<file path="src/rtl/tt_capture_pkg.sv">
// Shared types and defaults for the truth-table capture engine.
// Holds the FSM state encodings and the default expected table.
package tt_capture_pkg;

    typedef enum logic {
        ST_IDLE = 1'b0,
        ST_RUN  = 1'b1
    } state_t;

    localparam int         N_IN_DEFAULT   = 3;
    localparam logic [7:0] TT_DEFAULT     = 8'b01100001;
    localparam int         SETTLE_DEFAULT = 2;
    localparam int         SETTLE_MAX     = 15;
    localparam int         CNT_W          = 4;

    // Out-of-range settle values are pinned to the nearest legal value.
    function automatic int settle_clamp(input int s);
        if (s < 1)
            return 1;
        else if (s > SETTLE_MAX)
            return SETTLE_MAX;
        else
            return s;
    endfunction

endpackage

</file>
<file path="src/rtl/tt_capture.sv">
// Sweeps every input vector onto an external combinational unit, samples its
// output after a settle delay and compares the captured table to EXPECTED.
//
// state   | meaning
// --------+---------------------------------------------------------------
// ST_IDLE | waiting for start; results of the last sweep are held
// ST_RUN  | driving x_out, counting settle cycles, sampling z_in at zero
module tt_capture
    import tt_capture_pkg::*;
#(
    parameter int                 N_IN     = N_IN_DEFAULT,
    parameter logic [2**N_IN-1:0] EXPECTED = TT_DEFAULT,
    parameter int                 SETTLE   = SETTLE_DEFAULT
) (
    input  logic                 clk,
    input  logic                 rst,
    input  logic                 start,
    input  logic                 abort,
    input  logic                 z_in,
    output logic [N_IN-1:0]      x_out,
    output logic                 busy,
    output logic                 done,
    output logic [2**N_IN-1:0]   table_out,
    output logic [2**N_IN-1:0]   err_mask,
    output logic [N_IN:0]        err_cnt,
    output logic                 pass
);

    localparam int              TW     = 2**N_IN;
    localparam logic [CNT_W-1:0] RELOAD = CNT_W'(settle_clamp(SETTLE) - 1);

    state_t            r_state;
    state_t            w_state_nx;
    logic [CNT_W-1:0]  r_cnt;
    logic [CNT_W-1:0]  w_cnt_nx;
    logic [N_IN-1:0]   r_x;
    logic [N_IN-1:0]   w_x_nx;
    logic              r_busy;
    logic              w_busy_nx;
    logic              r_done;
    logic              w_done_nx;
    logic [TW-1:0]     r_table;
    logic [TW-1:0]     w_table_nx;
    logic [TW-1:0]     r_mask;
    logic [TW-1:0]     w_mask_nx;
    logic [N_IN:0]     r_err_cnt;
    logic [N_IN:0]     w_err_cnt_nx;
    logic              r_pass;
    logic              w_pass_nx;

    logic              w_miss;
    logic              w_last;
    logic [N_IN:0]     w_err_inc;

    assign w_miss    = z_in ^ EXPECTED[r_x];
    assign w_last    = (r_x == {N_IN{1'b1}});
    assign w_err_inc = r_err_cnt + {{N_IN{1'b0}}, w_miss};

    always_ff @(posedge clk or posedge rst) begin
        if (rst)
            r_state <= ST_IDLE;
        else
            r_state <= w_state_nx;
    end

    always_comb begin
        w_state_nx   = r_state;
        w_cnt_nx     = r_cnt;
        w_x_nx       = r_x;
        w_busy_nx    = r_busy;
        w_done_nx    = 1'b0;
        w_table_nx   = r_table;
        w_mask_nx    = r_mask;
        w_err_cnt_nx = r_err_cnt;
        w_pass_nx    = r_pass;

        case (r_state)
            ST_IDLE: begin
                if (start && !abort) begin
                    w_state_nx   = ST_RUN;
                    w_cnt_nx     = RELOAD;
                    w_x_nx       = '0;
                    w_busy_nx    = 1'b1;
                    w_table_nx   = '0;
                    w_mask_nx    = '0;
                    w_err_cnt_nx = '0;
                    w_pass_nx    = 1'b0;
                end
            end
            ST_RUN: begin
                if (abort) begin
                    // partial results stay visible; the pending sample is dropped
                    w_state_nx = ST_IDLE;
                    w_busy_nx  = 1'b0;
                    w_pass_nx  = 1'b0;
                end else if (r_cnt != '0) begin
                    w_cnt_nx = r_cnt - 1'b1;
                end else begin
                    w_table_nx[r_x] = z_in;
                    w_mask_nx[r_x]  = w_miss;
                    w_err_cnt_nx    = w_err_inc;
                    if (!w_last) begin
                        w_x_nx   = r_x + N_IN'(1);
                        w_cnt_nx = RELOAD;
                    end else begin
                        w_state_nx = ST_IDLE;
                        w_busy_nx  = 1'b0;
                        w_done_nx  = 1'b1;
                        w_pass_nx  = (w_err_inc == '0);
                    end
                end
            end
            default: w_state_nx = ST_IDLE;
        endcase
    end

    always_ff @(posedge clk or posedge rst) begin
        if (rst) begin
            r_cnt     <= '0;
            r_x       <= '0;
            r_busy    <= 1'b0;
            r_done    <= 1'b0;
            r_table   <= '0;
            r_mask    <= '0;
            r_err_cnt <= '0;
            r_pass    <= 1'b0;
        end else begin
            r_cnt     <= w_cnt_nx;
            r_x       <= w_x_nx;
            r_busy    <= w_busy_nx;
            r_done    <= w_done_nx;
            r_table   <= w_table_nx;
            r_mask    <= w_mask_nx;
            r_err_cnt <= w_err_cnt_nx;
            r_pass    <= w_pass_nx;
        end
    end

    assign x_out     = r_x;
    assign busy      = r_busy;
    assign done      = r_done;
    assign table_out = r_table;
    assign err_mask  = r_mask;
    assign err_cnt   = r_err_cnt;
    assign pass      = r_pass;

endmodule

</file>
<file path="config.mk">
export PLATFORM = sky130hd
export DESIGN_NAME = tt_capture
export DESIGN_NICKNAME = d
export VERILOG_FILES = /design/src/rtl/tt_capture_pkg.sv /design/src/rtl/tt_capture.sv
export SDC_FILE = /design/constraint.sdc
export NUM_CORES = 1
export LEC_CHECK = 0
export CAP_MARGIN = 30
export CORE_MARGIN = 2
export CORE_UTILIZATION = 55
export CTS_CLUSTER_DIAMETER = 30
export CTS_CLUSTER_SIZE = 30
export DETAILED_ROUTE_END_ITERATION = 16
export HOLD_SLACK_MARGIN = 0.08
export MAX_ROUTING_LAYER = met4
export PLACE_DENSITY = 0.84
export SYNTH_ARGS = -nofsm -noshare
export SYNTH_HDL_FRONTEND = slang
export SYNTH_SLANG_ARGS = --single-unit
</file>
<file path="constraint.sdc">
create_clock -name clk -period 6.4 [get_ports clk]
set_clock_uncertainty 0.15 [all_clocks]
set_input_delay 1.28 -clock clk [delete_from_list [all_inputs] [get_ports clk]]
set_output_delay 1.28 -clock clk [all_outputs]
set_load 0.05 [all_outputs]
</file>
* Yosys cells after proc, flatten, opt, wreduce, memory -nomap -nowiden
Memory sizes are Yosys's and may differ from the RTL's.
Index checks and enable logic that the tools add are counted.
** Operators by class
- Add/sub/neg operators :: 3
- Magnitude comparators :: 2
- Equal/unequal tests :: 8
- Mux-type cells :: 45
- Bitwise logic cells :: 2
- Reduce and logical (&&, ||, !) cells :: 9
** Operators with widths (count)
- 8-bit two-way mux :: 5
- 8-bit one-hot mux with 2 select lines :: 2
- 4-bit two-way mux :: 7
- 1-bit two-way mux :: 18
- 8-bit bitwise mux :: 2
- 4-bit one-hot mux with 2 select lines :: 2
- 3-bit two-way mux :: 4
- 3-bit AND reduction :: 3
- 2-bit != test (second input constant) :: 4
- 3-bit by 2-bit != test with 1-bit output (second input constant) :: 2
- 1-bit one-hot mux with 2 select lines :: 3
- 3-bit one-hot mux with 2 select lines :: 1
- 4-bit by 1-bit adder with 4-bit output :: 1
- 4-bit logical NOT :: 1
- 3-bit by 4-bit less-than comparator with 1-bit output (second input constant) :: 1
- 4-bit AND reduction :: 1
- 4-bit nonzero test :: 1
- 4-bit by 1-bit subtractor with 4-bit output (second input constant) :: 1
- 3-bit by 1-bit adder with 3-bit output (second input constant) :: 1
- 1-bit demux with 3-bit select :: 1
- 3-bit == test (second input constant) :: 1
- 3-bit by 1-bit greater-or-equal comparator with 1-bit output (second input constant) :: 1
- 3-bit != test (second input constant) :: 1
- 1-bit logical AND :: 2
- other kinds (3) :: 3
** Word-level totals
- Register bits :: 31
- Bits in read-only memories :: 8
- Input bits :: 5
- Output and inout port bits :: 26
- Word-level logic and storage cells :: 79
- Memories kept :: 1
** Memory list
- (no name shown) :: words 8, width 1, read ports 1, clocked after memory_dff 0, wr ports 0, line tt_capture.sv:55 : assign w_miss = z_in ^ EXPECTED[r_x];

* Depth between registers and ports, before layout
Gate-level depths: netlist of the first run.
- Depth in word-level cells :: 9
- Depth in mapped cells :: 11
- Mapped depth without buffers :: 10

* Worst setup path before layout of the first run
No wires, ideal clock.
- Path type :: input-to-reg
- Start point :: in z_in
- End point :: reg r_pass (netlist: pass)
- Library setup time :: 0.104 ns
- Data arrival time :: 2.567 ns
- Data required time :: 6.146 ns
- Slack :: 3.580 ns
- Cell stages on the path :: 6
- Path buffers :: 0
- Cells stage by stage :: inv_1 xnor2_1 inv_1 ha_1 ha_1 o41ai_2
** Between the ends
- Cells in the longest elaborated chain, start to end :: 7
** Ends and longest elaborated chain
- from (decl) :: line tt_capture.sv:19 : input logic z_in,
- 1-bit XOR :: line tt_capture.sv:55
- 4-bit by 1-bit adder with 4-bit output :: line tt_capture.sv:57 : assign w_err_inc = r_err_cnt + {{N_IN{1'b0}}, w_miss};
- 4-bit logical NOT :: line tt_capture.sv:109 : w_pass_nx = (w_err_inc == '0);
- 1-bit two-way mux :: line tt_capture.sv:102 : if (!w_last) begin
- 1-bit two-way mux :: line tt_capture.sv:96 : end else if (r_cnt != '0) begin
- 1-bit two-way mux :: line tt_capture.sv:91 : if (abort) begin
- 1-bit one-hot mux with 2 select lines :: line tt_capture.sv:77 : case (r_state)
- to (signal assigned) :: line tt_capture.sv:135 : r_pass <= w_pass_nx;
- to (decl) :: line tt_capture.sv:48 : logic r_pass;
No other way between the ends. The select of a mux whose other input is x is not followed.
A chain may end at the register's enable or synchronous reset.

* Worst setup path in the final report of the first run
Ends and elaborated chain as after synthesis.

==> results of run 1 <==
through the flow:
stage	instances	worst slack (ns)	utilization (%)
after detailed placement	211	2.78	70.4
after floorplan	154	3.58	-
after global routing	218	2.92	72.4
final	218	3.09	72.4
after CTS	218	3.12	72.4
after global placement	210	2.88	69.8
area by class of cell:
cell class,instances,share of cell area [%]
Multi-Input combinational cell,111,39.8
Sequential cell,31,38.5
Timing Repair Buffer,31,15.7
Clock buffer,6,2.55
Tap cell,31,1.93
Inverter,7,1.31
Clock inverter,1,0.249
flip-flops by register name (all words and copies together), names as in the netlist:
| register | flops |
|---|---|
| err_mask | 8 |
| r_state | 1 |
| busy | 1 |
| r_cnt | 4 |
| table_out | 8 |
| err_cnt | 4 |
| done | 1 |
| x_out | 3 |
| pass | 1 |
cell usage after synthesis:
library cell  number
or3_1              1
and4bb_1           1
nor3_1             1
buf_2              3
and2_1             1
o21bai_1           1
nand3_1            9
o22ai_1            4
ha_1               7
nor2b_1            5
buf_4              1
o21ai_0            2
mux2i_1           12
a31oi_1            1
nor3_4             1
nand3b_1           2
mux2_2             2
nand2_1           23
o41ai_2            1
o21ba_1            1
o21ai_1            2
nand2b_1           3
xnor2_1            3
a21o_1             1
nor2_2             3
a21oi_1            2
nand4_1            1
inv_1              7
and3_1             1
xor2_1             1
clkbuf_1           1
dfrtp_1           31
o21bai_4           1
o211ai_1           1
or3b_4             1
nor2_1             7
a22o_1             5
nor4_4             1
nand2_2            1
o311ai_1           1
nor4b_2            1
worst min-delay path: cells and delay by family (launching register included):
family / cells / cell delay (ns)
flops: 1 / 0.35
compound gates: 1 / 0.07
simple gates: 1 / 0.06
per-layer routing:
metal | vias up | part of all wire (%) | global-route usage (%)
li1 | 604 | - | -
met1 | 621 | 45 | 29.2
met2 | 32 | 48 | 37.6
met3 | 6 | 4.9 | 5.93
met4 | 0 | 1.4 | 10.3
met5 | - | 0 | -
how the worst max path moves through the flow:
stage | start | end | slack [ns] | cells past startpoint
CTS | z_in | pass$_DFFE_PP0P_ | 3.12 | 9
global route | z_in | pass$_DFFE_PP0P_ | 2.92 | 9
floorplan | z_in | pass$_DFFE_PP0P_ | 3.58 | 6
finish | z_in | pass$_DFFE_PP0P_ | 3.09 | 9
detailed placement | z_in | pass$_DFFE_PP0P_ | 2.78 | 9
global placement | z_in | pass$_DFFE_PP0P_ | 2.88 | 9
power by group through the flow:
stage | clock network (µW) | logic (µW) | registers [µW]
2_1_floorplan | 0 | 83.3 | 270
5_1_grt | 123 | 172 | 244
3_3_place_gp | 0 | 149 | 242
3_5_place_dp | 0 | 156 | 244
4_1_cts | 118 | 157 | 240
6_report | 116 | 157 | 241
kinds of logic after synthesis:
group / count (synthesis) / synth area share (%)
simple gates: 63 / 21.7
flops: 31 / 47.6
compound gates: 23 / 11.1
mux: 14 / 8.76
buf+inv: 12 / 3.23
fa+ha+maj: 7 / 5.38
xor+xnor: 4 / 2.15
==> flow_metrics.env, run 1 <==
export IMPL_drv_cap=0
export IMPL_port_buffers=30
export IMPL_reg2regPathDepth=10
export IMPL_tightestPinTransition_ns=0.637
export IMPL_setup_tns_final_ns=0
export IMPL_critical_path_max_stage_delay_ns=0.49
export IMPL_layout_commonest_cell="dfrtp_1"
export IMPL_grt_overflow_total=0
export IMPL_synth_cell_types=41
export IMPL_hold_worst_slack_ns=0.368
export IMPL_placementRows=19
export IMPL_fmax_ghz=0.302
export IMPL_startpoint_type="input pin"
export IMPL_synth_top_area_share_pct=47.6
export IMPL_power_uw=514
export IMPL_irDropWorstVdd_v=0.000210
export IMPL_swShare_pct=37.2
export IMPL_synth_area_leader_cell="dfrtp_1"
export IMPL_holdBufCountCts=0
export IMPL_critical_path_top_delay_family="buffers and inverters"
export IMPL_cts_sinks=31
export IMPL_setup_viol=0
export IMPL_r2r_end="pass$_DFFE_PP0P_"
export IMPL_path_max_fanout=7
export IMPL_end_kind="register"
export IMPL_path_buf_inv=3
export IMPL_routed_wl_um=3390
export IMPL_min_period_over_period_pct=51.8
export IMPL_p_int_uw=323
export IMPL_drt_drc_violations_left=0
export IMPL_fill_cells=212
export IMPL_drt_pass1_iterations=4
export IMPL_p_leak_uw=0.000907
export IMPL_drv_slew=0
export IMPL_syn_area_mm2=0.00163
export IMPL_cts_root_buf="clkbuf_4"
export IMPL_crit_type="input pin to register"
export IMPL_gr_usage_all_layers_pct=23.8
export IMPL_min_to="table_out[3]$_DFFE_PP0P_"
export IMPL_layout_common_cells="31 x dfrtp_1, 30 x clkdlybuf4s50_1, 23 x nand2_1"
export IMPL_dieArea_mm2=0.00341
export IMPL_synthTopCellsByArea="dfrtp_1 48%, mux2i_1 7.4%, ha_1 5.4%, nand2_1 5.3%, nand3_1 2.8%"
export IMPL_initial_utilization_pct=58.6
export IMPL_grt_max_degree=18
export IMPL_avgSynthCellArea_um2=10.6
export IMPL_cts_tree="built"
export IMPL_clk_latency_ns=0.34
export IMPL_worst_hold_path_type="register to register"
export IMPL_io_pins=31
export IMPL_grt_pass1_wl_um=5860
export IMPL_power_density_mw_per_mm2=255
export IMPL_htreeDepth=2
export IMPL_worstHoldStart="table_out[3]$_DFFE_PP0P_"
export IMPL_drive_gt1_share_pct=10.7
export IMPL_vias_per_cell=5.79
export IMPL_whs_path_depth=2
export IMPL_vias=1263
export IMPL_required_ns=6.49
export IMPL_slew_headroom_pct=57.5
export IMPL_synth_seq_cells=31
export IMPL_final_cell_area_mm2=0.00201
export IMPL_antenna_found_initial=0
export IMPL_crit_chain="clkdlybuf4s50_1 -> inv_1 -> xnor2_1 -> inv_1 -> ha_1 -> ha_1 -> xnor2_1 -> nand3b_1 -> o41ai_2"
export IMPL_drt_iter0_drc=46
export IMPL_r2r_start="x_out[0]$_DFFE_PP0P_"
export IMPL_synthCells=154
export IMPL_crit_slowest_cell="xnor2_1"
export IMPL_fp_dieW_um=58.4
export IMPL_r2r_slack_ns=3.64
export IMPL_status="complete, no violations"
export IMPL_hold_viol=0
export IMPL_cts_buffers_inserted=5
export IMPL_cts_repair_resized=0
export IMPL_switchingPower_uw=191
export IMPL_seq_power_share_pct=46.8
export IMPL_final_nets=199
export IMPL_combPwrFrac_pct=30.6
export IMPL_clockBufferDepth=2
export IMPL_fin_crit_ns=3.31
export IMPL_synth_seq_area_share_pct=47.6
export IMPL_wl_per_cell_um=15.5
export IMPL_diodes=0
export IMPL_synth_fp_nets=166
export IMPL_synthToLayoutAreaGrowth_pct=23.6
export IMPL_place_hpwl_um=2540
export IMPL_rsz0062_at_grt="no"
export IMPL_place_gp_congestion=0.819
export IMPL_path_clk_slew_ns=0.10
export IMPL_seq_area_um2=776
export IMPL_cts_setup_buffers=0
export IMPL_grt_pass1_vias=1275
export IMPL_clockPowerShare_pct=22.6
export IMPL_multi_input_area_um2=801
export IMPL_placed_area_mm2=0.00196
export IMPL_ys_warn_count=0
export IMPL_ant_nets=0
export IMPL_die_h_um=58.4
export IMPL_crit_arrival_ns=3.40
export IMPL_coreArea_mm2=0.00278
(Power assumes the default switching activity.)
==> run 2, diff against run 1 <==
--- a/config.mk
+++ b/config.mk
@@ -7,13 +7,13 @@
 export LEC_CHECK = 0
 export CAP_MARGIN = 30
 export CORE_MARGIN = 2
-export CORE_UTILIZATION = 55
+export CORE_UTILIZATION = 51
 export CTS_CLUSTER_DIAMETER = 30
 export CTS_CLUSTER_SIZE = 30
 export DETAILED_ROUTE_END_ITERATION = 16
 export HOLD_SLACK_MARGIN = 0.08
 export MAX_ROUTING_LAYER = met4
-export PLACE_DENSITY = 0.84
+export PLACE_DENSITY = 0.79
 export SYNTH_ARGS = -nofsm -noshare
 export SYNTH_HDL_FRONTEND = slang
 export SYNTH_SLANG_ARGS = --single-unit
==> constraint.sdc (replaced) <==
create_clock -name clk -period 3.5 [get_ports clk]
set_clock_uncertainty 0.15 [all_clocks]
set_input_delay 0.7 -clock clk [delete_from_list [all_inputs] [get_ports clk]]
set_output_delay 0.7 -clock clk [all_outputs]
set_load 0.05 [all_outputs]
==> run 2 against run 1 <==
Sequential share of layout area down 0.54 points. Combinational power is 83% higher. Non-clock buffer count up 1. Cell count up 6.9%. Critical endpoint is now x_out[2].
==> flow_metrics.env, run 2 (synthesis results as in run 1) <==
export IMPL_status="complete, no violations"
export IMPL_dieArea_mm2=0.00366
export IMPL_placementRows=20
export IMPL_path_clk_slew_ns=0.09
export IMPL_routed_wl_um=3270
export IMPL_ant_nets=0
export IMPL_initial_utilization_pct=53.4
export IMPL_clk_latency_ns=0.33
export IMPL_min_period_over_period_pct=73.9
export IMPL_drv_slew=0
export IMPL_antenna_found_initial=0
export IMPL_final_util_pct=66.9
export IMPL_setup_viol=0
export IMPL_coreArea_mm2=0.00305
export IMPL_place_gp_congestion=0.768
export IMPL_layout_commonest_cell="dfrtp_1"
export IMPL_gr_usage_all_layers_pct=21.5
export IMPL_drive_gt1_share_pct=11.1
export IMPL_layout_cells_non_filler=233
export IMPL_swShare_pct=35.6
export IMPL_clockPowerShare_pct=24.7
export IMPL_crit_slowest_cell="clkdlybuf4s50_1"
export IMPL_io_pins=31
export IMPL_drt_iter0_drc=38
export IMPL_synthToLayoutAreaGrowth_pct=25.3
export IMPL_cts_root_buf="clkbuf_4"
export IMPL_rsz0062_at_grt="no"
export IMPL_hold_worst_slack_ns=0.372
export IMPL_clockBufferDepth=2
export IMPL_vias_per_cell=5.42
export IMPL_place_hpwl_um=2460
export IMPL_critical_path_top_delay_family="buffers and inverters"
export IMPL_final_nets=200
export IMPL_die_h_um=60.5
export IMPL_worst_hold_path_type="register to register"
export IMPL_grt_pass1_wl_um=5510
export IMPL_drv_cap=0
export IMPL_end_kind="output pin"
export IMPL_required_ns=2.65
export IMPL_path_max_fanout=9
export IMPL_drt_pass1_iterations=4
export IMPL_final_cell_area_mm2=0.00204
export IMPL_seq_power_share_pct=45.6
export IMPL_tightestPinTransition_ns=0.594
export IMPL_startpoint_type="register"
export IMPL_drt_drc_violations_left=0
export IMPL_placed_area_mm2=0.00197
export IMPL_layout_common_cells="31 x dfrtp_1, 30 x clkdlybuf4s50_1, 23 x nand2_1"
export IMPL_combPwrFrac_pct=29.8
export IMPL_htreeDepth=2
export IMPL_seq_area_um2=776
export IMPL_diodes=0
export IMPL_grt_overflow_total=0
export IMPL_crit_chain="clkdlybuf4s50_1"
export IMPL_wl_per_cell_um=14.0
export IMPL_p_leak_uw=0.000914
export IMPL_critical_path_max_stage_delay_ns=0.87
export IMPL_irDropWorstVdd_v=0.000273
export IMPL_setup_tns_final_ns=0
export IMPL_fin_crit_ns=2.59
export IMPL_p_int_uw=620
export IMPL_holdBufCountCts=0
export IMPL_vias=1264
export IMPL_fmax_ghz=0.386
export IMPL_switchingPower_uw=343
export IMPL_hold_viol=0
export IMPL_slew_headroom_pct=60.4
export IMPL_cts_buffers_inserted=5
export IMPL_crit_arrival_ns=1.74
export IMPL_cts_setup_buffers=0
export IMPL_path_buf_inv=1
export IMPL_cts_sinks=31
export IMPL_cts_repair_resized=0
export IMPL_fill_cells=260
export IMPL_grt_pass1_vias=1279
export IMPL_cts_tree="built"
export IMPL_place_inst=225
export IMPL_multi_input_area_um2=801
export IMPL_grt_max_degree=32
export IMPL_fp_dieW_um=60.5
export IMPL_crit_type="register to output pin"
export IMPL_port_buffers=30
export IMPL_power_density_mw_per_mm2=472
-- run 2: cell count changes in the layout (fill, tap and decap cells not counted), sizes merged --
cell,delta
buf,+1
clkbuf,+2
clkinv,-1
-- run 2: per-stage QoR --
step                total power [µW]  setup slack [ns]
finish                           963             0.912
CTS                              971             0.898
global placement                 726             0.853
floorplan                        645             0.722
detailed placement               734             0.747
global route                    1020             0.826
-- run 2: per-layer routing --
metal	up-vias	track usage, %	wire, µm	part of all wire [%]
li1	606	-	-	-
met1	622	25.5	1480	45
met2	27	33.7	1610	49
met3	9	4.48	110	3.4
met4	0	13.0	73	2.2
met5	-	-	0	0
-- run 2: cell type report --
type	instances	share of cell area (%)
Multi-Input combinational cell	111	39.2
Timing Repair Buffer	32	15.4
Tap cell	44	2.70
Inverter	7	1.29
Clock buffer	8	3.37
Sequential cell	31	38.0
-- run 2: path summary, 6_finish.rpt --
check / depth (start not counted) / to / startpoint / slack [ns]
max in group asynchronous: 3 / table_out[4]$_DFFE_PP0P_ / rst / 2.30
worst min-delay path: 2 / err_mask[3]$_DFFE_PP0P_ / err_mask[3]$_DFFE_PP0P_ / 0.37
min in group asynchronous: 3 / x_out[1]$_DFFE_PP0P_ / rst / 0.61
worst max register to register: 10 / pass$_DFFE_PP0P_ / x_out[0]$_DFFE_PP0P_ / 1.04
worst min register to register: 2 / err_mask[3]$_DFFE_PP0P_ / err_mask[3]$_DFFE_PP0P_ / 0.37
worst max-delay path: 1 / x_out[2] / x_out[2]$_DFFE_PP0P_ / 0.91
-- run 2: power by group through the flow --
| stage | Sequential, µW | Clock [µW] | Combinational (µW) |
|---|---|---|---|
| 2_1_floorplan | 493 | 0 | 152 |
| 3_3_place_gp | 443 | 0 | 283 |
| 3_5_place_dp | 446 | 0 | 288 |
| 4_1_cts | 438 | 244 | 289 |
| 5_1_grt | 446 | 260 | 312 |
| 6_report | 439 | 238 | 287 |
-- run 2: worst reg2reg max path: stages, from the launching register on --
cell and delay (ns):
dfrtp_1 0.53, inv_1 0.08, ha_1 0.31, mux2i_1 0.17
xnor2_1 0.16, inv_1 0.07, ha_1 0.20, ha_1 0.22
xnor2_1 0.15, nand3b_1 0.11, o41ai_2 0.21
